File: config.mk
export PLATFORM = sky130hd
export DESIGN_NAME = regfile_wb_ctrl
export DESIGN_NICKNAME = d
export VERILOG_FILES = /design/src/rtl/rf_ctrl_pkg.sv /design/src/rtl/regfile_wb_ctrl_arb.sv /design/src/rtl/regfile_wb_ctrl.sv
export SDC_FILE = /design/constraint.sdc
export NUM_CORES = 1
export LEC_CHECK = 0
export ABC_AREA = 0
export CORE_MARGIN = 2
export CORE_UTILIZATION = 38
export CTS_CLUSTER_SIZE = 14
export DETAILED_ROUTE_END_ITERATION = 8
export PLACE_DENSITY = 0.8
export SETUP_SLACK_MARGIN = 0.1
export SLEW_MARGIN = 20
export SYNTH_ARGS = -nofsm -noshare
export SYNTH_HDL_FRONTEND = slang
export SYNTH_HIERARCHICAL = 1
export SYNTH_SLANG_ARGS = --single-unit
File: constraint.sdc
create_clock -name clk -period 2.1 [get_ports clk]
set_clock_uncertainty 0.05 [all_clocks]
set_input_delay 0.42 -clock clk [delete_from_list [all_inputs] [get_ports clk]]
set_output_delay 0.42 -clock clk [all_outputs]
set_load 0.03 [all_outputs]
File: src/rtl/rf_ctrl_pkg.sv
// Shared types and constants for the register-file write-port controller.
// The state enum is deliberately 1 bit wide: there are only two states.
package rf_ctrl_pkg;

    typedef enum logic {
        ST_INIT = 1'b0,
        ST_RUN  = 1'b1
    } state_e;

    localparam int REG_ZERO = 0;
    localparam int NUM_REGS = 32;
    localparam int LAST_REG = NUM_REGS - 1;

    // Highest register index for a given index width.
    function automatic int lastIndex(input int addrW);
        return (1 << addrW) - 1;
    endfunction

endpackage

File: src/rtl/regfile_wb_ctrl_arb.sv
// Two-way round-robin grant, purely combinational.
// The parent owns the "last granted" flop; last=1 means requester 1 won most recently.
module rr_arbiter2 (
    input  logic [1:0] valid,
    input  logic       last,
    input  logic       en,
    output logic [1:0] grant
);

    always_comb begin
        grant = 2'b00;
        if (en) begin
            // On contention, hand the port to whoever did not win last time.
            if (&valid) grant = last ? 2'b01 : 2'b10;
            else        grant = valid;
        end
    end

endmodule

File: src/rtl/regfile_wb_ctrl.sv
// Write-port controller for the register file: zero-fills regs 1..N-1 after reset or
// init_req, then arbitrates two writeback requesters onto one registered write port.
module regfile_wb_ctrl
    import rf_ctrl_pkg::*;
#(
    parameter int DATA_W = 32,
    parameter int ADDR_W = 5,
    parameter int CNT_W  = 16
) (
    input  logic              clk,
    input  logic              rst_n,
    input  logic              init_req,
    input  logic              req0_valid,
    input  logic [ADDR_W-1:0] req0_addr,
    input  logic [DATA_W-1:0] req0_data,
    output logic              req0_ready,
    input  logic              req1_valid,
    input  logic [ADDR_W-1:0] req1_addr,
    input  logic [DATA_W-1:0] req1_data,
    output logic              req1_ready,
    output logic              regWrite,
    output logic [ADDR_W-1:0] writeReg,
    output logic [DATA_W-1:0] writeData,
    output logic              init_done,
    output logic [CNT_W-1:0]  wr_count
);

    localparam logic [ADDR_W-1:0] LAST_PTR  = ADDR_W'(lastIndex(ADDR_W));
    localparam logic [ADDR_W-1:0] FIRST_PTR = ADDR_W'(1);
    localparam logic [ADDR_W-1:0] ZERO_IDX  = ADDR_W'(REG_ZERO);

    state_e            state;
    logic [ADDR_W-1:0] ptr;
    logic              last;
    logic [1:0]        grant;
    logic              arbEn;
    logic              handshake;
    logic [ADDR_W-1:0] selAddr;
    logic [DATA_W-1:0] selData;

    // init_req blocks acceptance in the same cycle so no write slips past a restart.
    assign arbEn = (state == ST_RUN) && !init_req;

    rr_arbiter2 uArb (
        .valid ({req1_valid, req0_valid}),
        .last  (last),
        .en    (arbEn),
        .grant (grant)
    );

    assign req0_ready = grant[0];
    assign req1_ready = grant[1];
    assign handshake  = |grant;
    assign selAddr    = grant[1] ? req1_addr : req0_addr;
    assign selData    = grant[1] ? req1_data : req0_data;

    always_ff @(posedge clk or negedge rst_n) begin
        if (!rst_n) begin
            state     <= ST_INIT;
            ptr       <= FIRST_PTR;
            last      <= 1'b1;
            regWrite  <= 1'b0;
            writeReg  <= '0;
            writeData <= '0;
            init_done <= 1'b0;
            wr_count  <= '0;
        end else if (state == ST_INIT) begin
            regWrite  <= 1'b1;
            writeReg  <= ptr;
            writeData <= '0;
            ptr       <= ptr + FIRST_PTR;
            if (ptr == LAST_PTR) begin
                state     <= ST_RUN;
                init_done <= 1'b1;
            end
        end else if (init_req) begin
            state     <= ST_INIT;
            ptr       <= FIRST_PTR;
            init_done <= 1'b0;
            regWrite  <= 1'b0;
        end else if (handshake) begin
            // r0 writes complete the handshake but never reach the file or the count.
            writeReg  <= selAddr;
            writeData <= selData;
            last      <= grant[1];
            regWrite  <= (selAddr != ZERO_IDX);
            if (selAddr != ZERO_IDX) wr_count <= wr_count + CNT_W'(1);
        end else begin
            regWrite <= 1'b0;
        end
    end

endmodule

==> results by group <==
Place
  – Dpl hpwl: 6290 um
  – Post-DP Area: 4710 um2
  – RePlAce Congestion: 0.747
  – I/O Buffers: 135
  – Placed insts: 520

Floorplanning
  – Initial core utilization: 39.5%
  – I/O pins: 136
  – Floorplan core area: 7770 um2
  – Die Ht: 93.9 um
  – Die area: 8820 um2
  – Die W: 93.9 um
  – Row cnt: 32

GRT
  – M2 GR Usage: 33.0%
  – Gr busiest metal: met2
  – Initial antenna violation count: 0
  – Vias in the first global route: 2683
  – Largest net degree at the start of global routing: 49
  – Global-route wire length before repair: 13300 um
  – Grt ovf: 0
  – Gr usage total: 19.2%
  – GR Layer Usage met1: 24.0%
  – Met3 Track Usage GR: 5.38%

Power
  – Leak Pwr: 2.69 nW
  – Power, Total: 3.74 mW
  – Net Sw Frac: 28.1%
  – Seq pwr share: 38.1%
  – Combinational share of power: 27.1%
  – Peak supply drop: 0.456 mV
  – Int Pwr: 2.69 mW
  – Pwr Density: 709 nW/um2
  – Switching Power: 1.05 mW
  – Clk pwr share: 34.8%

Drt
  – Number of DRC markers in iteration 0: 115
  – WL per Instance: 16.6 um
  – DR vias: 2841
  – WL final: 9180 um
  – Vias per Instance: 5.15
  – Antenna-violating nets left: 0
  – DRC Markers: 0
  – Pre-antenna DRT Iters: 4

Logic synthesis
  – Syn avg cell area: 11.0 um2
  – Unique masters post-synth: 31
  – Synthesized instance count: 279
  – Synth warn: 6
  – Syn Nets: 361
  – Cell taking the most area after synthesis: dfrtp_1
  – Post-Syn Area: 3070 um2
  – Post-synth top area share: 48.9%
  – Largest cells by area after synthesis: dfrtp_1 (49%), mux2i_1 (12%), o211a_1 (10%)
  – Register area share after synthesis: 50.6%
  – #FFs+latches synth: 62

Critical path
  – CP bufs+invs: 1
  – Top delay family on crit path: simple AND/OR/NAND/NOR gates
  – CP max FO: 8
  – Slowest stage delay, CP: 0.50 ns
  – CP Depth: 8
  – Setup crit end kind: register
  – Slowest CP cell: or4b_4
  – CP startpoint kind: register
  – Kind of critical path: reg -> reg
  – CP cell instances: nand2b_4 -> inv_4 -> nand2_4 -> a21oi_4 -> or4b_4 -> o22ai_4 -> a211oi_4 -> mux2_4
  – Worst r2r path cells: 8
  – Reg-to-reg slack, setup: -0.04 ns
  – WP data arrival: 2.30 ns
  – WP data required: 2.26 ns

STA
  – Final Critical Period: 2.14 ns
  – Final worst slack: -0.0355 ns
  – Hold slack: 0.0243 ns
  – Unrepaired setup endpoints after global routing: true
  – Final Hold Viols: 0
  – Final Slew Violations: 0
  – Final Cycle Share: 102%
  – Slew at the pin closest to its max-slew limit: 0.544 ns
  – Slew margin rel.: 63.7%
  – Max frequency: 468 MHz
  – Final setup vio count: 1

Clocking
  – # hold bufs at CTS: 0
  – CTS Buf Count: 9
  – Clock buffer depth: 2
  – CTS sink cnt: 62
  – Insertion delay to the later sink of the worst-skew pair: 0.33 ns
  – H-tree levels: 3
  – Root buf cell: clkbuf_8
  – Worst-path clk slew: 0.07 ns
  – CTS tree: built

Cells and area
  – Post-Layout Cell Count: 552
  – Area grow syn2layout: 71.9%
  – Commonest non-fill, non-tap cell in the layout: clkdlybuf4s50_1
  – Design Area, Final: 5280 um2
  – Fin nets: 527
  – Layout cells sized above 1: 16.9%
  – Most frequent cells in the layout: clkdlybuf4s50_1 (127), dfrtp_1 (60), nand2_1 (46), mux2i_1 (37), o211a_1 (32)
  – Ant diodes: 0

Outcome
  – Status: finished, violations left
  – Failing checks: negative setup slack

Job
  – Max-cap viol count: 0

Worst hold path
  – Hold Path Class: in -> async
[worst reg2reg max path, delay by kind of cell, from the launching register on]
family | cells | cell delay [ns]
compound gates | 3 | 0.58
buf+inv | 1 | 0.06
flops | 1 | 0.39
mux | 1 | 0.33
simple gates | 3 | 0.62
[cell families after synthesis]
logic type | Yosys count | share of synthesized area [%]
buffers and inverters | 25 | 3.46
AO/OA/AOI/OAI | 49 | 14.1
AND/OR/NAND/NOR | 81 | 11.9
flip-flops | 62 | 50.6
multiplexers | 42 | 13.9
adder cells (fa/ha/maj) | 3 | 1.22
XOR/XNOR | 17 | 4.85
[stage by stage]
step	setup WS (ns)	util (%)	TNS, ns
after CTS	-0.0173	64.6	-0.0173
final	-0.0355	68.0	-0.0355
after detailed placement	-0.671	60.6	-26.96
after global routing	-0.134	68.0	-0.713
after floorplan	-0.191	-	-2.27
after global placement	-0.637	60.6	-24.83
[sequential cells by signal, indices dropped and copies added, names as in the netlist]
signal and count:
writeData 32, wr_count 16, ptr 5, writeReg 5, init_done 1, last 1, regWrite 1, state 1
[worst paths after layout]
kind / start / to
setup / recovery: state / wr_count[1]
hold / removal: rst_n / wr_count[9]
setup reg to reg: state / wr_count[1]
hold reg to reg: wr_count[15] / wr_count[15]
max in group asynchronous: rst_n / writeData[0]
min in group clk: wr_count[15] / wr_count[15]
[cell usage after synthesis]
master	count
inv_1	7
ha_1	3
nand3_1	6
or4_1	1
nor2_1	9
a22o_1	1
buf_6	1
clkbuf_1	9
o22ai_1	4
mux2i_1	37
nand4_1	7
nand2b_1	2
o21a_1	1
buf_1	4
o211a_1	32
nand2_1	48
dfstp_2	2
a211oi_2	1
xor2_1	2
and4_1	1
mux2_2	5
o21ai_0	2
or4b_1	1
o22ai_2	1
o211ai_1	1
dfrtp_1	60
and3_1	5
a21oi_1	6
xnor2_1	15
nor2b_1	1
buf_2	4
[routing by layer]
| metal | part of all wire (%) | vias up |
|---|---|---|
| met3 | 7.7 | 6 |
| met2 | 50 | 118 |
| met4 | 0.98 | 0 |
| li1 | - | 1332 |
| met1 | 41 | 1385 |
| met5 | 0 | - |
[area by class of cell]
type	instances	area, um2
multi-input combinational	194	1530
tap	102	128
clock buffer	13	159
timing repair buffer	171	1790
fill	595	2490
inverter	7	28.8
sequential	62	1550
clock inverter	3	90.1
[power by group through the flow]
stage	clock network [mW]	logic, mW	registers [mW]
final	1.30	1.02	1.43
after global routing	1.39	1.10	1.45
after CTS	1.32	0.955	1.42
after global placement	0	0.915	1.44
after detailed placement	0	0.939	1.44
after floorplan	0	0.386	1.55
[what timing repair did]
item,CTS,global route
gates resized for setup,11,17
pin swaps,8,8
buffers inserted,2,7
setup endpoints to repair,56,55
cloned,2,6
Power figures use the tool's default switching activity.
==> RTL edit 1: new RTL, config.mk and constraints unchanged <==
Put one more register stage on the output `wr_count`, with the module's reset. The value now appears one clock later. The other outputs are not delayed to match.
--- a/src/rtl/regfile_wb_ctrl.sv
+++ b/src/rtl/regfile_wb_ctrl.sv
@@ -30,2 +30,4 @@
     localparam logic [ADDR_W-1:0] ZERO_IDX  = ADDR_W'(REG_ZERO);
+
+    logic [CNT_W-1:0] wr_count_s0;
 
@@ -65,3 +67,3 @@
             init_done <= 1'b0;
-            wr_count  <= '0;
+            wr_count_s0 <= '0;
         end else if (state == ST_INIT) begin
@@ -86,3 +88,3 @@
             regWrite  <= (selAddr != ZERO_IDX);
-            if (selAddr != ZERO_IDX) wr_count <= wr_count + CNT_W'(1);
+            if (selAddr != ZERO_IDX) wr_count_s0 <= wr_count_s0 + CNT_W'(1);
         end else begin
@@ -92,2 +94,10 @@
 
+    always_ff @(posedge clk or negedge rst_n) begin
+        if (!rst_n) begin
+            wr_count <= '0;
+        end else begin
+            wr_count <= wr_count_s0;
+        end
+    end
+
 endmodule
Function: same outputs for any inputs over 10 cycles, from zero or initial values and one cycle with rst_n low; that may be too few to reach the edited logic, so the function may still have changed.
==> RTL edit 1 against the original RTL <==
- the flow still finishes with violations (negative setup slack)
- sequential share of layout area grew 4.4 points
- setup slack lost 0.020 ns
- sequential cell count grew 16
- non-clock buffer count grew 5
- power grew 13%
- routed wire length grew 7.4%
- highest routed layer unchanged
- area after synthesis grew 14%
- final area grew 9.5%
==> RTL edit 1: results (changes against the original RTL) <==
metric,value,unit,change
number of vias per cell after detailed routing,5.059,,-1.7%
final number of setup-violating endpoints,2,,+1
Int Pwr,3.073,mW,+14%
end point of the critical path,wr_count_s0[1],,
HPWL after detailed placement,6679,µm,+6.2%
post-CTS clock slew at the launch and capture registers of the worst setup and hold paths,0.09,ns,+0.02 ns
total routing usage reported by global routing,18.49,%,-0.74 points
violations in the final reports,negative setup slack,,
leakage power summed over all cells,2.948,nW,+9.6%
sequential element share of the synthesized area,56.01,%,+5.4 points
per-instance average area after synthesis,11.79,µm²,+7.1%
normalized max-slew margin,62.80,%,-0.90 points
final net count,545,,+3.4%
placed insts,540,,+3.8%
final hold slack,0.003716,ns,-0.02062 ns
arrival time of the worst setup path,2.35,ns,+0.05 ns
most numerous cell types in the synthesized netlist,"sky130_fd_sc_hd__dfrtp_1, sky130_fd_sc_hd__nand2_1, sky130_fd_sc_hd__mux2i_1, sky130_fd_sc_hd__o211a_1, sky130_fd_sc_hd__xnor2_1",,
outcome,"finished, violations left",,
fin worst setup slack,-0.05517,ns,-0.01965 ns
leading registers by flop count,"writeData x32, wr_count x16, wr_count_s0 x16",,
growth of design area from synthesis to finish,65.76,%,
maximum fanout along the worst path,16,,+8
via count of the routed design,2924,,+2.9%
depth of the most critical reg-to-reg path,9,,+1
count of fill cells added during filler insertion,636,,+6.9%
maximum vdd ir drop,336.9,µV,-26%
leading cell types by total area after synthesis,"sky130_fd_sc_hd__dfrtp_1, sky130_fd_sc_hd__mux2i_1, sky130_fd_sc_hd__o211a_1",,
initial antenna violation count,2,,+2
global-route wire length before repair,14510,µm,+9.0%
-- RTL edit 1: changes by cell type after synthesis, moves of 2 or more --
| cell | before | now |
|---|---|---|
| sky130_fd_sc_hd__inv_1 | 7 | 5 |
| sky130_fd_sc_hd__o21ai_0 | 2 | 0 |
| sky130_fd_sc_hd__nand4_1 | 7 | 9 |
| sky130_fd_sc_hd__buf_1 | 4 | 1 |
| sky130_fd_sc_hd__and3_1 | 5 | 7 |
| sky130_fd_sc_hd__and2_1 | 0 | 3 |
| sky130_fd_sc_hd__o21ai_1 | 0 | 2 |
| sky130_fd_sc_hd__dfrtp_1 | 60 | 76 |
| sky130_fd_sc_hd__nand2_1 | 48 | 45 |
| sky130_fd_sc_hd__clkbuf_1 | 9 | 14 |
| sky130_fd_sc_hd__nor2_1 | 9 | 7 |
-- RTL edit 1: cells by family after synthesis --
family                     after synthesis  share of synthesized area [%]
AOI/OAI and AO/OA                       49                          12.44
adders and majority gates                3                          1.076
muxes                                   42                          12.23
DFF                                     78                          56.01
xor gates and xnor gates                17                          4.267
and+or+nand+nor                         81                          10.83
buffers and inverters                   26                          3.155
-- RTL edit 1: power by group through the flow --
stage                     Clock [mW]  Sequential [mW]  Combinational [mW]
final                           1.49             1.73                1.02
after global routing            1.59             1.75                1.11
after CTS                       1.53             1.73               0.965
after detailed placement           0             1.76               0.949
after global placement             0             1.75               0.921
after floorplan                    0             1.87               0.390
-- RTL edit 1: routing by layer --
metal / part of all wire (%) / GRT usage, %
met3: 8.7 / 7.312
met1: 42 / 23.12
met4: 0.64 / 4.953
met2: 48 / 30.09
met5: 0 / 0
-- RTL edit 1: worst max-delay path, stage by stage (launching register included) --
cell,delay (ns)
sky130_fd_sc_hd__dfrtp_1,0.41
sky130_fd_sc_hd__nand2b_4,0.08
sky130_fd_sc_hd__inv_4,0.06
sky130_fd_sc_hd__nand2_4,0.04
sky130_fd_sc_hd__a21oi_4,0.14
sky130_fd_sc_hd__or4b_4,0.50
sky130_fd_sc_hd__o22ai_4,0.21
sky130_fd_sc_hd__a211oi_4,0.10
sky130_fd_sc_hd__buf_12,0.16
sky130_fd_sc_hd__mux2_4,0.29
-- RTL edit 1: cell type report --
type / instances / area share [%]
antenna: 2 / 0.08652
clock buffer: 9 / 2.141
clock inverter: 7 / 2.509
inverter: 6 / 0.4326
multi-input combinational: 192 / 26.09
sequential: 78 / 33.79
tap: 108 / 2.336
timing repair buffer: 176 / 32.62
-- RTL edit 1: timing repair --
| item | 4_1_cts | 5_1_grt |
|---|---|---|
| resized for setup | 13 | 11 |
| buffers inserted | 3 | 11 |
| pin swaps | 3 | 2 |
| setup endpoints to repair | 56 | 55 |
| gates cloned | 0 | 6 |
==> RTL edit 2: new RTL, same flow settings <==
Made on the original files. Change the package constant `REG_ZERO` from 0 to 1.
--- a/src/rtl/rf_ctrl_pkg.sv
+++ b/src/rtl/rf_ctrl_pkg.sv
@@ -9,3 +9,3 @@
 
-    localparam int REG_ZERO = 0;
+    localparam int REG_ZERO = 1;
     localparam int NUM_REGS = 32;
Function: same outputs for any inputs over 10 cycles, from zero or initial values and one cycle with rst_n low; that may be too few to reach the edited logic, so the function may still have changed.
==> RTL edit 2 against the original RTL <==
- via count down 2.7%
- final area down 2.4%
- setup slack better by 0.10 ns
- clock power decreased by 12%
- area after synthesis increased by 2.6%
- routed wire length down 9.4%
- count of clock-buffer cells in the layout shrank 3
- global-route usage decreased by 0.54 points
- sequential share of layout area rose by 0.73 points
- power shrank 6.4%
- die area is 2.5% higher
- sequential cell count unchanged
- largest cell class is now multi-input gates
- largest power group unchanged
==> RTL edit 2: results (changes against the original RTL) <==
metric,value,unit,change
final net count,519,,-1.5%
sequential element share of the synthesized area,49.32,%,-1.3 points
Iteration-0 DRC Markers,136,,+18%
gate count of the mapped netlist,284,,+1.8%
arrival time of the worst setup path,2.21,ns,-0.09 ns
master of the slowest instance on the critical path,sky130_fd_sc_hd__dfrtp_1,,
last weighted congestion value of the routability-driven placer,0.7621,,+2.0%
TritonCTS buffer count,9,,unchanged
leakage power summed over all cells,2.708,nW,+0.74%
outcome,finished clean,,
Root Driver,sky130_fd_sc_hd__clkbuf_8,,
met1 track utilization from global routing,22.83,%,-1.2 points
slew at the pin closest to its max-slew limit,0.5050,ns,-0.03942 ns
wire length after detailed routing,8315,µm,-9.4%
Synth warnings,6,,unchanged
total routing usage reported by global routing,18.68,%,-0.54 points
placed insts,526,,+1.2%
adder and majority gate portion of the synthesized area,1.191,%,-0.031 points
per-cell routed wire length,15.20,µm,-8.6%
initial antenna violation count,0,,unchanged
source-to-sink clock delay at the later pin of the worst-skew pair,0.33,ns,about the same
number of vias per cell after detailed routing,5.053,,-1.8%
"Net Count, Synth",366,,+1.4%
leading cell types by total area after synthesis,"sky130_fd_sc_hd__dfrtp_1, sky130_fd_sc_hd__mux2i_1, sky130_fd_sc_hd__o211a_1",,
Setup Slack @ Placement,-0.4846,ns,+0.1866 ns
Slowest Stage Delay on Critical Path,0.40,ns,-0.10 ns
most numerous cell types in the synthesized netlist,"sky130_fd_sc_hd__dfrtp_1, sky130_fd_sc_hd__nand2_1, sky130_fd_sc_hd__mux2i_1, sky130_fd_sc_hd__o211a_1, sky130_fd_sc_hd__xor2_1",,
antenna diode count,0,,unchanged
"Distinct cells, synth",41,,+32%
HPWL after detailed placement,6013,µm,-4.4%
Post-CTS Hold Fix Bufs,1,,+1
number of buffers added for setup after CTS,2,,unchanged
maximum number of pins on one net before global-route repair,60,,+22%
family of cells with the greatest summed delay on the critical path,compound AO/OA/AOI/OAI gates,,
class of the tightest hold or removal check,reg2reg,,
global routing usage on met3,3.557,%,-1.8 points
top layer reached by signal wires,met4,,
share of synthesized area spent on multiplexers,13.54,%,-0.35 points
"synthesized-area fraction occupied by ao, oa, aoi and oai cells",13.86,%,-0.27 points
share of synthesized registers carrying an async set or reset,100.0,%,unchanged
level count of the clock H-tree,3,,unchanged
Synth Area in XOR/XNOR,4.726,%,-0.12 points
routed length on met3,396,µm,-44%
GR Layer Usage met2,32.80,%,-0.17 points
global-route wire length before repair,13190,µm,-0.89%
Met1 Routed Length,3421,µm,-8.7%
maximum vdd ir drop,353.5,µV,-22%
placed standard-cell area,4812,µm²,+2.3%
Met2 Routed Length,4359,µm,-5.8%
number of global-route vias before repair,2833,,+5.6%
share of cells above drive strength 1,16.97,%,+0.079 points
## RTL edit 2: worst paths after layout
| check | startpoint | to | slack, ns | cells past startpoint |
|---|---|---|---|---|
| worst max-delay path | state | wr_count[9] | 0.07 | 8 |
| worst min-delay path | wr_count[15] | wr_count[15] | 0.43 | 1 |
| worst max register to register | state | wr_count[9] | 0.07 | 8 |
| worst min register to register | wr_count[15] | wr_count[15] | 0.43 | 1 |
| max in group asynchronous | rst_n | last | 0.95 | 3 |
| min in group asynchronous | rst_n | writeData[6] | 0.49 | 2 |
## RTL edit 2: area by class of cell
cell class	count	area, µm²
fillers	650	2980
clock buffers	10	127.6
flip-flops and latches	62	1554
clock inverters	6	86.33
well taps	105	131.4
repair buffers	162	1610
multi-input cells	196	1617
inverters	6	27.53
## RTL edit 2: power breakdown
part           switching, mW  internal [mW]
clock                  0.472          0.667
combinational          0.465          0.478
sequential            0.0978           1.32
total                   1.04           2.47
